**src/rtl/timer_pkg.sv**
```systemverilog
// Shared types and defaults for the countdown timer slice.
package timer_pkg;

  localparam int unsigned TIMER_WIDTH = 32;
  localparam int unsigned TIMER_ECW   = 8;

  typedef enum logic [1:0] {
    IDLE  = 2'd0,
    ARMED = 2'd1,
    RUN   = 2'd2,
    DONE  = 2'd3
  } state_e;

endpackage

```
**src/rtl/sat_counter.sv**
```systemverilog
// Saturating up-counter with synchronous clear; clear wins over increment.
module sat_counter
  import timer_pkg::*;
#(
  parameter int unsigned W = TIMER_ECW
) (
  input  logic         clk,
  input  logic         rst_n,
  input  logic         clr_i,
  input  logic         inc_i,
  output logic [W-1:0] cnt_o
);

  logic [W-1:0] cnt_q, cnt_d;

  always_comb begin
    cnt_d = cnt_q;
    if (clr_i) begin
      cnt_d = '0;
    end else if (inc_i && (cnt_q != '1)) begin
      cnt_d = cnt_q + W'(1);
    end
  end

  always_ff @(posedge clk or negedge rst_n) begin
    if (!rst_n) begin
      cnt_q <= '0;
    end else begin
      cnt_q <= cnt_d;
    end
  end

  assign cnt_o = cnt_q;

endmodule

```
**src/rtl/countdown_timer.sv**
```systemverilog
// Loadable down-counting timer with one-shot / auto-reload modes and an
// expiry pulse; per-edge priority is abort > load > start > pause > decrement.
module countdown_timer
  import timer_pkg::*;
#(
  parameter int unsigned WIDTH = TIMER_WIDTH,
  parameter int unsigned ECW   = TIMER_ECW
) (
  input  logic             clk,
  input  logic             rst,
  input  logic             load_valid,
  output logic             load_ready,
  input  logic [WIDTH-1:0] load_value,
  input  logic             load_periodic,
  input  logic             start,
  input  logic             pause,
  input  logic             abort,
  output logic [WIDTH-1:0] count,
  output logic             busy,
  output logic             expired,
  output logic             done,
  output logic [ECW-1:0]   expire_cnt
);

  state_e           state_q, state_d;
  logic [WIDTH-1:0] count_q, count_d;
  logic [WIDTH-1:0] reload_q, reload_d;
  logic             periodic_q, periodic_d;
  logic             expired_q, expired_d;
  logic             done_q, done_d;
  logic             load_take;
  logic             expire_fire;

  // State register
  always_ff @(posedge clk or negedge rst) begin
    if (!rst) begin
      state_q    <= IDLE;
      count_q    <= '0;
      reload_q   <= '0;
      periodic_q <= 1'b0;
      expired_q  <= 1'b0;
      done_q     <= 1'b0;
    end else begin
      state_q    <= state_d;
      count_q    <= count_d;
      reload_q   <= reload_d;
      periodic_q <= periodic_d;
      expired_q  <= expired_d;
      done_q     <= done_d;
    end
  end

  // Next-state and datapath
  always_comb begin
    state_d     = state_q;
    count_d     = count_q;
    reload_d    = reload_q;
    periodic_d  = periodic_q;
    expired_d   = 1'b0;
    done_d      = done_q;
    load_take   = 1'b0;
    expire_fire = 1'b0;

    if (abort) begin
      state_d = IDLE;
      count_d = '0;
      done_d  = 1'b0;
    end else if (load_valid && load_ready) begin
      load_take  = 1'b1;
      count_d    = load_value;
      reload_d   = load_value;
      periodic_d = load_periodic;
      done_d     = 1'b0;
      state_d    = ARMED;
    end else begin
      unique case (state_q)
        ARMED: if (start) state_d = RUN;
        DONE: begin
          if (start) begin
            state_d = RUN;
            count_d = reload_q;
            done_d  = 1'b0;
          end
        end
        RUN: begin
          if (!pause) begin
            if (count_q > WIDTH'(1)) begin
              count_d = count_q - WIDTH'(1);
            end else begin
              // count of 0 or 1 both expire here, so a zero load acts as 1
              expired_d   = 1'b1;
              expire_fire = 1'b1;
              if (periodic_q) begin
                count_d = (reload_q == '0) ? WIDTH'(1) : reload_q;
              end else begin
                count_d = '0;
                done_d  = 1'b1;
                state_d = DONE;
              end
            end
          end
        end
        default: ;
      endcase
    end
  end

  // Outputs decoded from state
  always_comb begin
    load_ready = (state_q != RUN);
    busy       = (state_q == RUN);
  end

  sat_counter #(.W(ECW)) u_expire_cnt (
    .clk  (clk),
    .rst_n(rst),
    .clr_i(load_take),
    .inc_i(expire_fire),
    .cnt_o(expire_cnt)
  );

  assign count   = count_q;
  assign expired = expired_q;
  assign done    = done_q;

endmodule

```
**config.mk**
```make
export PLATFORM = sky130hd
export DESIGN_NAME = countdown_timer
export DESIGN_NICKNAME = d
export VERILOG_FILES = /design/src/rtl/timer_pkg.sv /design/src/rtl/sat_counter.sv /design/src/rtl/countdown_timer.sv
export SDC_FILE = /design/constraint.sdc
export NUM_CORES = 1
export LEC_CHECK = 0
export CORE_MARGIN = 1
export CORE_UTILIZATION = 35
export CTS_BUF_LIST = sky130_fd_sc_hd__clkbuf_2 sky130_fd_sc_hd__clkbuf_4 sky130_fd_sc_hd__clkbuf_8
export CTS_CLUSTER_DIAMETER = 60
export DETAILED_ROUTE_END_ITERATION = 16
export PLACE_DENSITY = 0.54
export SLEW_MARGIN = 20
export SYNTH_ARGS = -nofsm -noshare
export SYNTH_HDL_FRONTEND = slang
export SYNTH_SLANG_ARGS = --single-unit
```
**constraint.sdc**
```tcl
create_clock -name clk -period 5.1 [get_ports clk]
set_input_delay 1.275 -clock clk [delete_from_list [all_inputs] [get_ports clk]]
set_output_delay 1.275 -clock clk [all_outputs]
set_load 0.05 [all_outputs]
```
==> After elaboration in Yosys (flattened, before gate mapping) <==
Index checks and enable logic that the tools add are counted.
{ "word_totals": {"ff_bits": 77, "latchBits": 0, "mem_bits_rw": 0, "romBits": 0, "inputBits": 39, "output_inout_bits": 44, "word_cells": 63, "mem_count": 0} }
{ "classes": {"addsub": 2, "mul": 0, "div": 0, "magnitude_cmp": 1, "eq_ne": 10, "shift": 0, "muxes": 31, "bitwise_logic": 1, "n_reduce_logical": 11} }
{ "ops": {"columns": ["operator", "n"], "rows": [
  ["2-to-1 mux 32 bit", 7],
  ["case mux 32 bit (2 select lines)", 1],
  ["greater-than comparator 32 x 1 -> 1 bit, second input constant", 1],
  ["logical NOT 32 bit", 1],
  ["subtractor 32 x 1 -> 32 bit, second input constant", 1],
  ["2-to-1 mux 8 bit", 2],
  ["2-to-1 mux 1 bit", 13],
  ["2-to-1 mux 2 bit", 6],
  ["AND reduction 5 bit", 2],
  ["adder 8 x 1 -> 8 bit, second input constant", 1],
  ["!= test 4 x 3 -> 1 bit, second input constant", 2],
  ["!= test 4 bit, second input constant", 2],
  ["!= test 8 bit, second input constant", 1],
  ["nonzero test 4 bit", 2],
  ["equality test 2 bit, second input constant", 2],
  ["!= test 4 x 1 -> 1 bit, second input constant", 1],
  ["case mux 2 bit (2 select lines)", 1],
  ["AND reduction 3 bit", 1],
  ["equality test 2 x 1 -> 1 bit, second input constant", 1],
  ["logical AND 1 bit", 2],
  ["!= test 2 bit, second input constant", 1],
  ["case mux 1 bit (2 select lines)", 1],
  ["AND reduction 2 bit", 1],
  ["nonzero test 2 bit", 1],
  ["other kinds (2)", 2]
]} }

==> Depth between registers and ports, before layout <==
Gate-level depths: netlist of the first run.
{ "logic_depth": {"ltp_word": 9, "ltp_mapped": 10, "ltp_nobuf": 8} }

==> Hierarchy <==
From an unflattened synthesis of the first run, not the netlist that was laid out.
{ "unflattened": {"cells_unflattened": 475, "area_unflattened_um2": 4754.6} }
{ "by_module_without_submodules": {"columns": ["module", "n_inst", "cells_per_inst", "area_per_inst_um2", "seq_area_each_um2"], "rows": [
  ["countdown_timer", 1, 432, 4272.8, 1726.7],
  ["sat_counter", 1, 43, 481.7, 200.2]
]} }

==> Worst setup path after synthesis of the first run <==
Ideal clock, no wire load.
{ "synth_timing": {"kind": "input to register", "start": "in load_valid", "end": "reg count_q[1], in the netlist count[1]", "setup_ns": 0.130, "arrival_ns": 2.977, "required_time_ns": 4.970, "setup_slack_ns": 1.992, "stages": 6, "path_buffers": 3, "path_cell_list": "clkbuf_1 buf_1 clkbuf_1 mux2_2 o21ai_0 o22ai_1"} }
{ "synth_between": {"elab_chain_cells": 3, "word_cells_on_any_way": 7, "cone_classes": "eq/ne: 2; mux: 2; reduce/logical: 3"} }
{ "synth_lines": {"columns": ["element", "line_no", "text"], "rows": [
  ["start, declared", "countdown_timer.sv:11", "input logic load_valid,"],
  ["logical AND 1 bit (*)", "countdown_timer.sv:68", "end else if (load_valid && load_ready) begin"],
  ["!= test 4 bit (no line) (tied with other cells)", null, null],
  ["AND reduction 3 bit (no line) / 2-to-1 mux 32 bit (equally long branches)", null, null],
  ["end signal, assigned", "countdown_timer.sv:45", "count_q <= count_d;"],
  ["end, declared", "countdown_timer.sv:26", "logic [WIDTH-1:0] count_q, count_d;"]
]} }
Every way passes the cells marked *; elsewhere a longest branch is shown, timed or not.
A chain may end at the register's enable or synchronous reset.

==> Final worst setup path of the first run <==
{ "layout_timing": {"start": "in abort", "end": "reg count_q[14], in the netlist count[14]"} }
{ "layout_between": {"elab_chain_cells": 2, "word_cells_on_any_way": 5, "cone_classes": "eq/ne: 2; mux: 1; reduce/logical: 2"} }
{ "layout_lines": {"columns": ["element", "line_no", "text"], "rows": [
  ["start, declared", "countdown_timer.sv:17", "input logic abort,"],
  ["!= test 4 bit (no line) (tied with other cells)", null, null],
  ["AND reduction 3 bit (no line)", null, null]
]} }
Several ways; a longest one is shown, not always the timed one.

==> flow_metrics.env, run 1 <==
export IMPL_postCtsSetupBuffers=0
export IMPL_power_leakage_nw=2.38
export IMPL_critPathBufInv=1
export IMPL_start_util_pct=35.9
export IMPL_grt_max_degree=78
export IMPL_crit_slowest_cell="clkdlybuf4s50_1"
export IMPL_ios=83
export IMPL_critical_path_class="in -> reg"
export IMPL_finClkSkew_ns=0.00864
export IMPL_critical_path_max_stage_delay_ns=0.60
export IMPL_place_area_sq_um=5740
export IMPL_clkLatencyLatePin_ns=0.38
export IMPL_setup_viol=0
export IMPL_final_util_pct=45.0
export IMPL_drv_slew=0
export IMPL_cts_max_level=3
export IMPL_numCtsBuffers=9
export IMPL_numPortBuffers=82
export IMPL_synth_largest_area_cell="dfrtp_1"
export IMPL_rsz0062_at_grt="false"
export IMPL_antenna_found_initial=0
export IMPL_dp_hpwl_mm=10.1
export IMPL_cpLargestDelayFamily="simple AND/OR/NAND/NOR gates"
export IMPL_grtUsageTotal_pct=22.3
export IMPL_final_cell_mix="80 x clkdlybuf4s50_1, 77 x dfrtp_1, 48 x mux2_2"
export IMPL_yosysTopAreaCellShare_pct=40.3
export IMPL_status="complete, no violations"
export IMPL_area_delta_synth_final_pct=25.2
export IMPL_synth_edf_count=0
export IMPL_synthCells=493
export IMPL_cts_root_buf="clkbuf_8"
export IMPL_stdcell_count=746
export IMPL_yosys_warnings=0
export IMPL_layout_drive_gt1_share_pct=15.4
export IMPL_route_detailed_drc=0
export IMPL_post_place_ws_ns=1.35
export IMPL_clock_power_share_pct=26.8
export IMPL_final_area_sq_um=5980
export IMPL_coreArea_sq_um=13300
export IMPL_nFillCells=1316
export IMPL_internal_power_mw=1.28
export IMPL_clk_pin_slew_worst_paths_ns=0.08
export IMPL_final_common_cell="clkdlybuf4s50_1"
export IMPL_fin_crit_ns=3.35
export IMPL_ant_nets=0
export IMPL_powerDensity_nw_per_um2=343
export IMPL_drt_iter0_markers=351
export IMPL_netlist_area_sq_um=4780
export IMPL_setup_slack_ns=1.75
export IMPL_ctsResizeCount=0
export IMPL_switchingPower_mw=0.772
export IMPL_firstDrtPassIters=5
export IMPL_critPathRequiredTime_ns=5.40
export IMPL_peakVddDrop_uv=133
export IMPL_hp_class="reg -> reg"
export IMPL_cp_start_kind="primary input"
export IMPL_yosysUniqueCellTypes=53
export IMPL_finalSetupTns_ns=0
export IMPL_synth_nets=535
export IMPL_post_drt_via_cell_ratio=5.74
export IMPL_ys_seq_area_share_pct=40.3
export IMPL_tritoncts="yes"
export IMPL_gp_congestion=0.871
export IMPL_ctsHoldBuffers=0
export IMPL_grt_pass1_vias=4431
export IMPL_worstMarginPinSlew_ns=1.03
export IMPL_antennaDiodeCount=0
export IMPL_synth_main_ff_cell="dfrtp_1"
export IMPL_die_area_sq_um=14100
export IMPL_grt_pass1_wl_mm=24.5
export IMPL_pwr_share_seq_pct=40.6
export IMPL_clk_path_buf_depth=2
export IMPL_synth_async_reset_ratio_pct=100
export IMPL_final_period_utilization_pct=65.7
export IMPL_path_cells="clkdlybuf4s50_1 -> a21oi_1 -> and2_1 -> o21ai_0 -> or3_1 -> o211ai_2"
export IMPL_layout_nets=607
export IMPL_endpoint_kind="register"
export IMPL_totalWireLength_mm=14.8
export IMPL_vias=4285
export IMPL_max_cap_violations=0
export IMPL_power_frac_comb_pct=32.6
export IMPL_fmax_mhz=298
export IMPL_worstPathMaxFanout=15
export IMPL_die_y_um=119
export IMPL_wl_per_cell_um=19.8
export IMPL_dieWidth_um=119
export IMPL_synth_seq_cells=77
export IMPL_cts_sinks=77
export IMPL_yosys_top_cells_area="dfrtp_1 40%, mux2_2 11%, mux2i_1 4.2%, o21ai_0 3.7%, a21oi_1 3.1%"
export IMPL_power_share_switching_pct=37.6
export IMPL_synth_area_per_cell_sq_um=9.69
export IMPL_rows=42
export IMPL_hold_violations=0
export IMPL_dp_cells=729
export IMPL_worstPathArrival_ns=3.65
export IMPL_grt_overflow_total=0
export IMPL_slew_headroom_pct=31.1
synth_stat cells, types with 2 or more instances:
cell type	instances
dfrtp_1	77
mux2_2	48
nand2_1	37
o21ai_0	35
a21oi_1	30
nor2_1	28
nor4_1	24
clkbuf_1	22
mux2i_1	20
nand3_1	18
nor3_1	17
xnor2_1	13
xor2_1	12
o211ai_1	8
or3_1	8
nand4_1	7
o22ai_1	7
a221o_1	6
a22o_1	6
a211oi_1	5
a221oi_1	5
inv_1	5
a21o_1	3
buf_6	3
ha_1	3
nand2b_1	3
nor4_2	3
o21ai_1	3
o311a_1	3
a32o_1	2
a32oi_1	2
and2_1	2
and4_1	2
buf_1	2
buf_2	2
nor2b_1	2
nor3b_1	2
o211ai_2	2
or4_4	2
per-layer routing:
layer  vias up  global-route usage (%)  routed length (um)
met1      2106                    30.6                6890
met5         -                       0                   0
met2       153                    34.9                6810
li1       2007                       -                   -
met3        19                    3.78                 805
met4         0                    8.94                 255
cells by family after synthesis:
logic type | synth area share [%]
and+or+nand+nor | 18.8
AOI/OAI and AO/OA | 16.8
DFF | 40.3
muxes | 15.5
buffers and inverters | 3.19
xor gates and xnor gates | 4.58
adders and majority gates | 0.786
worst reg2reg max path, stage by stage, from the launching register on:
cell,delay [ns]
dfrtp_1,0.49
inv_1,0.10
ha_1,0.32
o21ba_2,0.20
nand4_1,0.20
or4_4,0.76
nor3b_4,0.60
buf_6,0.25
a21oi_1,0.09
o22ai_1,0.18
final timing paths:
check	to	slack, ns	from	depth (start not counted)
max in group asynchronous	count[19]	3.65	rst	1
worst min register to register	state_q[1]	0.51	state_q[0]	1
worst max register to register	count[23]	1.84	count[0]	9
worst min-delay path	state_q[1]	0.51	state_q[0]	1
worst max-delay path	count[14]	1.75	abort	6
min in group asynchronous	reload_q[3]	0.95	rst	1
final cells by class:
type                            instances  area (sq um)  share of cell area, %
Clock inverter                          4          70.1                   1.17
Inverter                                5          18.8                  0.314
Sequential cell                        77          1930                   32.2
Clock buffer                           12           159                   2.66
Tap cell                              176           220                   3.68
Timing Repair Buffer                   90           881                   14.7
Multi-Input combinational cell        382          2710                   45.3
power groups by stage:
stage                     sequential, mW  combinational, mW  clock, mW
final                              0.834              0.670      0.551
after global routing               0.850              0.723      0.587
after CTS                          0.833              0.673      0.563
after detailed placement           0.845              0.670          0
after global placement             0.843              0.664          0
after floorplan                    0.933              0.334          0
registers in the layout, summed over array words and instances, names as in the netlist:
register / flops
u_expire_cnt.cnt_o: 8
periodic_q: 1
state_q: 2
count: 32
done: 1
reload_q: 32
expired: 1
through the flow:
| stage | hold slack (ns) | total power [mW] |
|---|---|---|
| after global routing | 0.526 | 2.16 |
| after CTS | 0.510 | 2.07 |
| after detailed placement | 0.497 | 1.51 |
| after global placement | 0.495 | 1.51 |
| final | 0.514 | 2.06 |
| after floorplan | 0.466 | 1.27 |
(Power assumes the default switching activity.)
==> inputs of run 2 (changes only) <==
- PLACE_DENSITY: 0.54 -> 0.56
- clock period: 5.1 -> 2.7 ns (I/O delays scaled with it)
==> run 2 against run 1 <==
  * Via count up 4.5%
  * Clock power up 94%
  * Setup slack worse by 1.7 ns
  * Critical path depth up 1
  * Non-clock buffer count up 35
  * Wire length up 1.5%
  * Clock skew up 0.0012 ns
  * Register-to-register slack worse by 1.8 ns
  * Global-route usage down 0.13 points
  * First-iteration DRC count up 22%
==> flow_metrics.env, run 2 (synthesis gave the netlist of run 1 again) <==
export IMPL_hold_violations=0
export IMPL_drt_iter0_markers=427
export IMPL_clk_path_buf_depth=2
export IMPL_status="complete, no violations"
export IMPL_totalWireLength_mm=15.0
export IMPL_post_drt_via_cell_ratio=5.73
export IMPL_route_detailed_drc=0
export IMPL_firstDrtPassIters=5
export IMPL_antenna_found_initial=0
export IMPL_critical_path_max_stage_delay_ns=0.57
export IMPL_powerDensity_nw_per_um2=632
export IMPL_slew_headroom_pct=63.4
export IMPL_clk_pin_slew_worst_paths_ns=0.08
export IMPL_final_cell_mix="78 x clkdlybuf4s50_1, 73 x dfrtp_1, 48 x mux2_2"
export IMPL_path_cells="or4_4 -> nand3b_4 -> or4_4 -> nor3b_4 -> buf_4 -> a21oi_1 -> o211ai_1"
export IMPL_numPortBuffers=82
export IMPL_reg2reg_slack_ns=0.09
export IMPL_fmax_mhz=383
export IMPL_dp_cells=763
export IMPL_grt_overflow_total=0
export IMPL_busiest_layer="met2"
export IMPL_reg2reg_depth=7
export IMPL_fin_crit_ns=2.61
export IMPL_numCtsBuffers=9
export IMPL_antennaDiodeCount=0
export IMPL_tritoncts="yes"
export IMPL_critPathBufInv=1
export IMPL_gp_congestion=0.912
export IMPL_r2r_end="count[13]"
export IMPL_final_period_utilization_pct=96.8
export IMPL_dieWidth_um=119
export IMPL_layout_drive_gt1_share_pct=21.7
export IMPL_crit_top_cell="or4_4"
export IMPL_rows=42
export IMPL_grt_pass1_vias=4367
export IMPL_finClkSkew_ns=0.00988
export IMPL_worstPathMaxFanout=14
export IMPL_grt_pass1_wl_mm=24.2
export IMPL_place_area_sq_um=6070
export IMPL_rr_startpoint="count[19]"
export IMPL_final_common_cell="clkdlybuf4s50_1"
export IMPL_grtUsageTotal_pct=22.2
export IMPL_coreArea_sq_um=13300
export IMPL_cp_start_kind="register"
export IMPL_dp_hpwl_mm=10.6
export IMPL_critPathRequiredTime_ns=2.98
export IMPL_critical_path_class="reg -> reg"
export IMPL_hp_class="in -> async"
export IMPL_rsz0062_at_grt="false"
export IMPL_area_delta_synth_final_pct=33.0
export IMPL_layout_nets=642
export IMPL_ctsHoldBuffers=0
export IMPL_clkLatencyLatePin_ns=0.37
export IMPL_setup_viol=0
export IMPL_max_cap_violations=0
export IMPL_ant_nets=0
export IMPL_cts_max_level=3
export IMPL_start_util_pct=35.9
export IMPL_die_area_sq_um=14100
export IMPL_power_leakage_nw=2.58
export IMPL_die_y_um=119
export IMPL_final_area_sq_um=6350
export IMPL_drv_slew=0
export IMPL_peakVddDrop_uv=203
export IMPL_use_met1_pct=31.3
export IMPL_endpoint_kind="register"
export IMPL_vias=4476
export IMPL_cts_root_buf="clkbuf_8"
export IMPL_wl_per_cell_um=19.2
export IMPL_nFillCells=1268
export IMPL_ios=83
export IMPL_met3_usage_pct=4.12
export IMPL_worstPathArrival_ns=2.89
export IMPL_finalSetupTns_ns=0
export IMPL_stdcell_count=781
export IMPL_met2_usage_pct=33.9
export IMPL_grt_max_degree=42
export IMPL_cpLargestDelayFamily="simple AND/OR/NAND/NOR gates"
export IMPL_cts_sinks=77
export IMPL_worstMarginPinSlew_ns=0.548
export IMPL_crit_slowest_cell="or4_4"
-- run 2: how the worst max path moves through the flow --
stage | start | to | slack (ns) | depth (start not counted)
CTS | count[19] | count[13] | 0.08 | 7
floorplan | count[16] | count[23] | 0.01 | 8
global route | count[19] | count[13] | 0.03 | 7
global placement | count[14] | count[10] | 0.15 | 6
finish | count[19] | count[13] | 0.09 | 7
detailed placement | count[19] | count[13] | 0.12 | 7
-- run 2: final cells by class --
type / instances / area [sq um] / share of cell area (%)
Multi-Input combinational cell: 382 / 2720 / 42.8
Clock buffer: 13 / 179 / 2.82
Tap cell: 176 / 220 / 3.47
Sequential cell: 77 / 1930 / 30.4
Timing Repair Buffer: 125 / 1220 / 19.2
Clock inverter: 3 / 65.1 / 1.02
Inverter: 5 / 18.8 / 0.295
-- run 2: what timing repair did --
| item | 4_1_cts | 5_1_grt |
|---|---|---|
| setup buffers | 0 | 2 |
| endpoints found under the setup margin | 0 | 2 |
| resized for setup | 0 | 2 |
-- run 2: per-layer routing --
layer  share of wire, %  wire [um]
met1                 46       6890
met5                  0          0
met2                 46       6900
met4                1.4        208
met3                6.6        993
-- run 2: metrics by stage --
step	utilization [%]	total power [mW]	hold slack, ns	worst slack (ns)
after global routing	47.8	4.22	0.307	0.0274
after detailed placement	45.7	2.96	0.497	0.116
final	47.8	4.02	0.269	0.0857
after global placement	45.7	2.95	0.488	0.153
after floorplan	-	2.39	0.379	0.0107
after CTS	47.5	4.04	0.281	0.0850
-- run 2: report_power, final --
group / internal, mW / total, mW / leakage, nW / switching [mW]
sequential: 1.32 / 1.56 / 0.969 / 0.245
clock: 0.621 / 1.07 / 0.126 / 0.449
combinational: 0.614 / 1.39 / 1.49 / 0.774
total: 2.55 / 4.02 / 2.58 / 1.47
==> inputs of run 3 (changes only) <==
- TNS_END_PERCENT: unset -> 20
==> results of run 3 <==
The final DEF is identical to that of run 2; final timing and power are the same.
